$ cat src/rtl/blake2_sched_pkg.sv
// Shared constants, state encoding and digest-length helper for the BLAKE2s block scheduler.
package blake2_sched_pkg;

    localparam int BLOCK_BYTES = 64;
    localparam int MAX_NN      = 32;

    localparam logic [63:0] T_INC = 64'd64;

    localparam logic [2:0] ST_IDLE = 3'd0;
    localparam logic [2:0] ST_FILL = 3'd1;
    localparam logic [2:0] ST_REQ  = 3'd2;
    localparam logic [2:0] ST_BUSY = 3'd3;
    localparam logic [2:0] ST_OUT  = 3'd4;

    // Index of the final digest byte; nn of 0 or above MAX_NN means a full-length digest.
    function automatic logic [4:0] digest_last(input logic [5:0] nn);
        if (nn == 6'd0 || nn > 6'(MAX_NN))
            return 5'(MAX_NN - 1);
        else
            return 5'(nn - 6'd1);
    endfunction

endpackage

$ cat src/rtl/blake2_block_sched_if.sv
// Host byte, compression-core and digest signals of the block scheduler.
interface blake2_block_sched_if;

    logic        data_v_i;
    logic [7:0]  data_i;
    logic [5:0]  data_idx_i;
    logic        block_first_i;
    logic        block_last_i;
    logic [5:0]  kk_i;
    logic [5:0]  nn_i;
    logic [63:0] ll_i;
    logic        ready_v_o;
    logic        cmp_v_o;
    logic        cmp_ready_i;
    logic        cmp_first_o;
    logic        cmp_last_o;
    logic [63:0] cmp_t_o;
    logic        cmp_done_i;
    logic [3:0]  blk_raddr_i;
    logic [31:0] blk_rdata_o;
    logic [4:0]  hash_idx_o;
    logic [7:0]  hash_byte_i;
    logic        hash_v_o;
    logic [7:0]  hash_o;
    logic        err_o;

    modport slave (
        input  data_v_i, data_i, data_idx_i, block_first_i, block_last_i,
               kk_i, nn_i, ll_i, cmp_ready_i, cmp_done_i, blk_raddr_i, hash_byte_i,
        output ready_v_o, cmp_v_o, cmp_first_o, cmp_last_o, cmp_t_o,
               blk_rdata_o, hash_idx_o, hash_v_o, hash_o, err_o
    );

    modport master (
        output data_v_i, data_i, data_idx_i, block_first_i, block_last_i,
               kk_i, nn_i, ll_i, cmp_ready_i, cmp_done_i, blk_raddr_i, hash_byte_i,
        input  ready_v_o, cmp_v_o, cmp_first_o, cmp_last_o, cmp_t_o,
               blk_rdata_o, hash_idx_o, hash_v_o, hash_o, err_o
    );

endinterface

$ cat src/rtl/blake2_block_buf.sv
// 64x8 message block buffer: one byte write port, one combinational little-endian word read port.
module blake2_block_buf
    import blake2_sched_pkg::*;
(
    input  logic        clk,
    input  logic        we,
    input  logic [5:0]  waddr,
    input  logic [7:0]  wdata,
    input  logic [3:0]  raddr,
    output logic [31:0] rdata
);

    logic [7:0] mem [BLOCK_BYTES];
    logic [5:0] base;

    // NOTE: storage carries no reset; every block overwrites all 64 bytes before the core reads it.
    always_ff @(posedge clk) begin
        if (we)
            mem[waddr] <= wdata;
    end

    assign base  = {raddr, 2'b00};
    assign rdata = {mem[base + 6'd3], mem[base + 6'd2], mem[base + 6'd1], mem[base]};

endmodule

$ cat src/rtl/blake2_block_sched.sv
// BLAKE2s block scheduler: buffers blocks, computes t, issues compressions, streams the digest.
// Optional sticky protocol-error flag is built only when BLAKE2_SCHED_ERR_EN is defined.
module blake2_block_sched
    import blake2_sched_pkg::*;
(
    input  logic                  clk,
    input  logic                  reset,
    blake2_block_sched_if.slave   bus
);

    logic [2:0]  st_q;
    logic [63:0] t_q;
    logic [63:0] cmp_t_q;
    logic        first_q;
    logic        last_q;
    logic [4:0]  out_cnt_q;
    logic [7:0]  hash_q;
    logic        hash_v_q;
    logic        accept;
    logic [4:0]  out_last;

    assign bus.ready_v_o   = (st_q == ST_IDLE) || (st_q == ST_FILL);
    assign accept          = bus.data_v_i && bus.ready_v_o;
    assign out_last        = digest_last(bus.nn_i);
    assign bus.cmp_v_o     = (st_q == ST_REQ);
    assign bus.cmp_first_o = first_q;
    assign bus.cmp_last_o  = last_q;
    assign bus.cmp_t_o     = cmp_t_q;
    assign bus.hash_idx_o  = out_cnt_q;
    assign bus.hash_v_o    = hash_v_q;
    assign bus.hash_o      = hash_q;

    blake2_block_buf u_buf (
        .clk   (clk),
        .we    (accept),
        .waddr (bus.data_idx_i),
        .wdata (bus.data_i),
        .raddr (bus.blk_raddr_i),
        .rdata (bus.blk_rdata_o)
    );

    // NOTE: all state updates are non-blocking so every register samples pre-edge values.
    always_ff @(posedge clk) begin
        if (reset) begin
            st_q      <= ST_IDLE;
            t_q       <= '0;
            cmp_t_q   <= '0;
            first_q   <= 1'b0;
            last_q    <= 1'b0;
            out_cnt_q <= '0;
            hash_q    <= '0;
            hash_v_q  <= 1'b0;
        end else begin
            hash_v_q <= 1'b0;
            case (st_q)
                ST_IDLE, ST_FILL: begin
                    if (accept) begin
                        if (bus.data_idx_i == 6'd63) begin
                            st_q    <= ST_REQ;
                            first_q <= bus.block_first_i;
                            last_q  <= bus.block_last_i;
                            // A last block's t is the message length, offset by the key block if keyed.
                            if (bus.block_last_i)
                                cmp_t_q <= bus.ll_i + ((bus.kk_i != 6'd0) ? T_INC : 64'd0);
                            else
                                cmp_t_q <= (bus.block_first_i ? 64'd0 : t_q) + T_INC;
                        end else begin
                            st_q <= ST_FILL;
                        end
                    end
                end
                ST_REQ: begin
                    if (bus.cmp_ready_i) begin
                        st_q <= ST_BUSY;
                        if (!last_q)
                            t_q <= cmp_t_q;
                    end
                end
                ST_BUSY: begin
                    if (bus.cmp_done_i)
                        st_q <= last_q ? ST_OUT : ST_FILL;
                end
                ST_OUT: begin
                    hash_q   <= bus.hash_byte_i;
                    hash_v_q <= 1'b1;
                    if (out_cnt_q == out_last) begin
                        out_cnt_q <= '0;
                        t_q       <= '0;
                        st_q      <= ST_IDLE;
                    end else begin
                        out_cnt_q <= out_cnt_q + 5'd1;
                    end
                end
                default: st_q <= ST_IDLE;
            endcase
        end
    end

`ifdef BLAKE2_SCHED_ERR_EN
    logic       err_q;
    logic [5:0] prev_idx_q;

    always_ff @(posedge clk) begin
        if (reset) begin
            err_q      <= 1'b0;
            prev_idx_q <= '0;
        end else begin
            if (accept)
                prev_idx_q <= bus.data_idx_i;
            if ((bus.data_v_i && !bus.ready_v_o) ||
                (bus.cmp_done_i && st_q != ST_BUSY) ||
                (accept && st_q == ST_FILL && bus.data_idx_i != prev_idx_q + 6'd1))
                err_q <= 1'b1;
        end
    end

    assign bus.err_o = err_q;
`else
    assign bus.err_o = 1'b0;
`endif

endmodule

$ cat src/flat_wrapper.sv
// flat-port wrapper written by rule: the top's interface ports become plain ports
module blake2_block_sched_flat import blake2_sched_pkg::*;
  (clk, reset, bus_data_v_i, bus_data_i, bus_data_idx_i, bus_block_first_i, bus_block_last_i, bus_kk_i, bus_nn_i, bus_ll_i, bus_cmp_ready_i, bus_cmp_done_i, bus_blk_raddr_i, bus_hash_byte_i, bus_ready_v_o, bus_cmp_v_o, bus_cmp_first_o, bus_cmp_last_o, bus_cmp_t_o, bus_blk_rdata_o, bus_hash_idx_o, bus_hash_v_o, bus_hash_o, bus_err_o);
  blake2_block_sched_if bus_i ();
  input  logic clk;
  input  logic reset;
  input wire logic [$bits(bus_i.data_v_i)-1:0] bus_data_v_i;
  input wire logic [$bits(bus_i.data_i)-1:0] bus_data_i;
  input wire logic [$bits(bus_i.data_idx_i)-1:0] bus_data_idx_i;
  input wire logic [$bits(bus_i.block_first_i)-1:0] bus_block_first_i;
  input wire logic [$bits(bus_i.block_last_i)-1:0] bus_block_last_i;
  input wire logic [$bits(bus_i.kk_i)-1:0] bus_kk_i;
  input wire logic [$bits(bus_i.nn_i)-1:0] bus_nn_i;
  input wire logic [$bits(bus_i.ll_i)-1:0] bus_ll_i;
  input wire logic [$bits(bus_i.cmp_ready_i)-1:0] bus_cmp_ready_i;
  input wire logic [$bits(bus_i.cmp_done_i)-1:0] bus_cmp_done_i;
  input wire logic [$bits(bus_i.blk_raddr_i)-1:0] bus_blk_raddr_i;
  input wire logic [$bits(bus_i.hash_byte_i)-1:0] bus_hash_byte_i;
  output wire logic [$bits(bus_i.ready_v_o)-1:0] bus_ready_v_o;
  output wire logic [$bits(bus_i.cmp_v_o)-1:0] bus_cmp_v_o;
  output wire logic [$bits(bus_i.cmp_first_o)-1:0] bus_cmp_first_o;
  output wire logic [$bits(bus_i.cmp_last_o)-1:0] bus_cmp_last_o;
  output wire logic [$bits(bus_i.cmp_t_o)-1:0] bus_cmp_t_o;
  output wire logic [$bits(bus_i.blk_rdata_o)-1:0] bus_blk_rdata_o;
  output wire logic [$bits(bus_i.hash_idx_o)-1:0] bus_hash_idx_o;
  output wire logic [$bits(bus_i.hash_v_o)-1:0] bus_hash_v_o;
  output wire logic [$bits(bus_i.hash_o)-1:0] bus_hash_o;
  output wire logic [$bits(bus_i.err_o)-1:0] bus_err_o;
  assign bus_i.data_v_i = bus_data_v_i;
  assign bus_i.data_i = bus_data_i;
  assign bus_i.data_idx_i = bus_data_idx_i;
  assign bus_i.block_first_i = bus_block_first_i;
  assign bus_i.block_last_i = bus_block_last_i;
  assign bus_i.kk_i = bus_kk_i;
  assign bus_i.nn_i = bus_nn_i;
  assign bus_i.ll_i = bus_ll_i;
  assign bus_i.cmp_ready_i = bus_cmp_ready_i;
  assign bus_i.cmp_done_i = bus_cmp_done_i;
  assign bus_i.blk_raddr_i = bus_blk_raddr_i;
  assign bus_i.hash_byte_i = bus_hash_byte_i;
  assign bus_ready_v_o = bus_i.ready_v_o;
  assign bus_cmp_v_o = bus_i.cmp_v_o;
  assign bus_cmp_first_o = bus_i.cmp_first_o;
  assign bus_cmp_last_o = bus_i.cmp_last_o;
  assign bus_cmp_t_o = bus_i.cmp_t_o;
  assign bus_blk_rdata_o = bus_i.blk_rdata_o;
  assign bus_hash_idx_o = bus_i.hash_idx_o;
  assign bus_hash_v_o = bus_i.hash_v_o;
  assign bus_hash_o = bus_i.hash_o;
  assign bus_err_o = bus_i.err_o;
  blake2_block_sched u_core (.clk(clk), .reset(reset), .bus(bus_i));
endmodule
$ cat config.mk
export PLATFORM = sky130hd
export DESIGN_NAME = blake2_block_sched_flat
export DESIGN_NICKNAME = d
export VERILOG_FILES = /design/src/rtl/blake2_sched_pkg.sv /design/src/rtl/blake2_block_sched_if.sv /design/src/rtl/blake2_block_buf.sv /design/src/rtl/blake2_block_sched.sv /design/src/flat_wrapper.sv
export SDC_FILE = /design/constraint.sdc
export NUM_CORES = 1
export LEC_CHECK = 0
export BUFFER_PORTS_ARGS = -buffer_cell sky130_fd_sc_hd__buf_2
export CAP_MARGIN = 5
export CORE_ASPECT_RATIO = 0.5
export CORE_UTILIZATION = 60
export CTS_CLUSTER_DIAMETER = 80
export CTS_CLUSTER_SIZE = 16
export DETAILED_ROUTE_END_ITERATION = 10
export MAX_ROUTING_LAYER = met4
export PLACE_DENSITY = 0.83
export SYNTH_ARGS = -nofsm -noshare
export SYNTH_HDL_FRONTEND = slang
export SYNTH_HIERARCHICAL = 1
export SYNTH_SLANG_ARGS = --single-unit
$ cat constraint.sdc
create_clock -name clk -period 4 [get_ports clk]
set_input_delay 1 -clock clk [delete_from_list [all_inputs] [get_ports clk]]
set_output_delay 1 -clock clk [all_outputs]
set_load 0.005 [all_outputs]
==> impl_summary.log <==
INFO  metric hold_viol = 0
INFO  metric worst-r2r-setup-slack = 1.30 ns
INFO  metric clock_insertion_delay_at_the_later_pin_of_the_skew_report = 0.59 ns
INFO  metric cts_sinks = 659
INFO  metric r2r_path_start = u_core/t_q[6]
INFO  metric drive_above_1_share = 0.240
INFO  metric clock_skew = 0.0415 ns
INFO  metric worst_slew_pin_slew = 1.24 ns
INFO  metric max_cap_viol_count = 0
INFO  metric final_hold_slack = 0.457 ns
INFO  metric holdCritStartpoint = u_core/bus.hash_o[4]
INFO  metric hpwl = 45200 um
INFO  metric netlist_top_cells_count = edfxtp_1 (512), dfxtp_1 (147), nand2_1 (146), nor2_1 (137), mux4_2 (128)
INFO  metric synth_cell_types = 68
INFO  metric ant_nets = 0
INFO  metric core = 45500 um2
INFO  metric grt_setup_unrepaired = false
INFO  metric worstPathMaxFanout = 27
INFO  metric total_routing_usage_reported_by_global_routing = 0.314
INFO  metric finalSetupViolations = 0
INFO  metric asyncSetResetFlopFracSynth = 0
INFO  metric number_of_flops_mapped_to_enable_cells_by_yosys = 512
INFO  metric grt_max_degree = 65
INFO  metric critical_path.top_delay_family = buffers and inverters
INFO  metric synth-seq-cells = 659
INFO  metric fp.dieArea = 47300 um2
INFO  metric clock_tree.htree_level_count = 2
INFO  metric min-delay-path-class = register to register
INFO  metric highest_clock_rate = 0.272 GHz
INFO  metric final_design_area_no_fill = 31500 um2
INFO  metric num_vias = 18545
INFO  metric synth_top_area_share = 0.552
INFO  metric yosys.area.top_type = edfxtp_1
INFO  metric setup.worst_path.end_class = output pin
INFO  metric crit_buf_inv = 3
INFO  metric design.portCount = 224
INFO  metric core.rowCount = 55
INFO  metric yosys.cell_count.top_type = edfxtp_1
INFO  metric tns = 0 ns
INFO  metric first_global_vias = 18194
INFO  metric result_of_the_run = finished, final reports clean
INFO  metric placedInstanceArea = 30200 um2
INFO  metric chipHeight = 154 um
INFO  metric crit-reg2reg-capture = u_core/bus.cmp_t_o[54]
INFO  metric synth_ff_type = edfxtp_1
INFO  metric global_route_wire_length_before_repair = 109000 um
INFO  metric area_growth = 13.0%
INFO  metric initial_utilization = 0.612
INFO  metric clock_tree.buffer_depth = 3
INFO  metric detail_route.drc_violations = 0
INFO  metric worst_hold_path.num_cells = 2
INFO  metric startpoint_type = input pin
INFO  metric critical_path_class = input pin to output pin
INFO  metric drt_pass1_iterations = 5
INFO  metric relative_slew_slack = 0.173
INFO  metric gpl.final_weighted_congestion = 0.920
INFO  metric detail_route.iter0.violations = 2095
INFO  metric critical_path.slowest_cell = mux4_2
INFO  metric static-leakage-power = 10.7 nW
INFO  metric critPathRequiredTime = 3.00 ns
INFO  metric grt_antenna_before_repair = 7
INFO  metric clock_tree_from_tritoncts = done
INFO  metric max_stage_delay = 0.56 ns
INFO  metric max-vdd-ir-drop = 0.292 mV
INFO  metric clock_transition_time_at_the_flip_flop_clock_pins_of_the_worst_setup_and_hold_paths = 0.07 ns
INFO  metric total_clock_buffers_created_by_cts = 47
INFO  metric final_worst_path_cycle_share = 0.918
INFO  metric port-buffer-count = 222
INFO  metric power.density_cell_area = 401 nW/um2
INFO  metric cts_root_buffer = clkbuf_16
INFO  metric worst_ep_arrival_time = 2.67 ns
INFO  metric post_cts_setup_buffer_count = 0
INFO  metric postLayoutCoreUtil = 0.692
INFO  metric crit_chain = clkbuf_8, buf_12, mux4_2, a22oi_1, nand2_1, buf_2
INFO  metric post_synth_main_area_contributors = edfxtp_1 (55%), dfxtp_1 (11%), mux4_2 (10%)
INFO  metric cts_hold_repair.buffers = 0
INFO  metric overflow = 0
INFO  metric post_synth_instance_area = 27800 um2
INFO  metric chipWidth = 307 um
INFO  metric worst_hold_path.endpoint = u_core/bus.hash_o[4]
INFO  metric warnings_synthesis = 6
INFO  metric timing.reg2reg.worst_path_depth = 9
INFO  metric routed_wire_length_per_instance = 25.9 um
INFO  metric avg_cell_area_syn = 14.7 um2
INFO  metric nets = 2269
INFO  metric period_needed = 3.67 ns
INFO  metric synth_seq_area_share = 0.658
INFO  metric viasPerCell = 6.62
INFO  metric post_synth_inst_count = 1895
INFO  metric ctsResizeCount = 0
INFO  metric final-max-slew-violation-count = 0
INFO  metric synth_fp_nets = 2010
INFO  metric postRouteWirelength = 72400 um
[worst max-delay path by stage]
stage	depth (start not counted)	slack [ns]	start	endpoint
after floorplan	12	0.32	bus_block_first_i	u_core/bus.cmp_t_o[58]
after global placement	7	0.40	bus_blk_raddr_i[0]	bus_blk_rdata_o[23]
after detailed placement	7	0.36	bus_blk_raddr_i[0]	bus_blk_rdata_o[23]
after CTS	6	0.31	bus_blk_raddr_i[0]	bus_blk_rdata_o[9]
after global routing	7	0.23	bus_blk_raddr_i[0]	bus_blk_rdata_o[23]
final	6	0.33	bus_blk_raddr_i[0]	bus_blk_rdata_o[9]
[registers in the layout, indices dropped and copies added (netlist names)]
register                count
u_core/st_q                 3
u_core/bus.hash_o           8
u_core/u_buf/mem          512
u_core/bus.cmp_first_o      1
u_core/bus.cmp_last_o       1
u_core/bus.hash_v_o         1
u_core/t_q                 64
u_core/bus.cmp_t_o         64
u_core/bus.hash_idx_o       5
[per-stage QoR]
step	power (mW)	std cells	setup slack, ns
detailed placement	8.32	2732	0.358
global placement	8.30	2732	0.399
global route	13.0	2799	0.232
finish	12.6	2800	0.329
floorplan	7.96	1895	0.322
CTS	12.7	2792	0.314
[kinds of logic after synthesis]
family          count (synthesis)  share of synthesized area
mux                           135                      0.106
fa+ha+maj                       6                    0.00270
buf+inv                       130                     0.0200
other cells                     1                   0.000135
compound gates                297                     0.0802
xor+xnor                       89                     0.0280
simple gates                  578                      0.105
flops                         659                      0.658
[tightest hold or removal path, delay by kind of cell (launching register included)]
family,cells,cell delay (ns)
AO/OA/AOI/OAI,1,0.05
AND/OR/NAND/NOR,1,0.05
flip-flops,1,0.31
[power breakdown]
group / total, mW / switching, mW / internal (mW)
clock network: 4.44 / 2.26 / 2.18
logic: 0.787 / 0.489 / 0.299
registers: 7.40 / 0.0117 / 7.39
[metal layers]
metal	share of wire	wire length, um	GRT usage	vias up
li1	-	-	-	7971
met1	0.38	27200	0.402	9172
met2	0.49	35300	0.509	1205
met3	0.099	7160	0.0567	197
met4	0.037	2670	0.113	0
met5	0	0	-	-
[layout make-up]
cell class / instances / area (um2)
Clock buffer: 57 / 1230
Tap cell: 627 / 785
Antenna cell: 8 / 20.0
Inverter: 21 / 78.8
Clock inverter: 3 / 66.3
Timing Repair Buffer: 319 / 1980
Multi-Input combinational cell: 1106 / 9000
Sequential cell: 659 / 18300
Fill cell: 2889 / 14000
[placed cells by master (no fill, tap or decap), types with 7 or more instances in the layout]
master,instances
a211oi_1,14
a21oi_1,33
a221oi_1,11
a22o_1,70
a22oi_1,67
and2_1,10
and3_1,15
and4_1,8
buf_12,10
buf_2,220
buf_4,88
clkbuf_1,9
clkbuf_16,48
dfxtp_1,147
diode_2,8
edfxtp_1,512
inv_1,21
mux2i_1,7
mux4_2,128
nand2_1,146
nand2b_1,7
nand3_1,49
nand4_1,45
nor2_1,135
nor2b_1,20
nor3_1,57
nor3b_1,12
nor4_1,20
o211ai_1,10
o21a_1,10
o21ai_0,30
o31ai_1,7
or3_1,9
xnor2_1,58
xor2_1,31
Power figures use the tool's default switching activity.
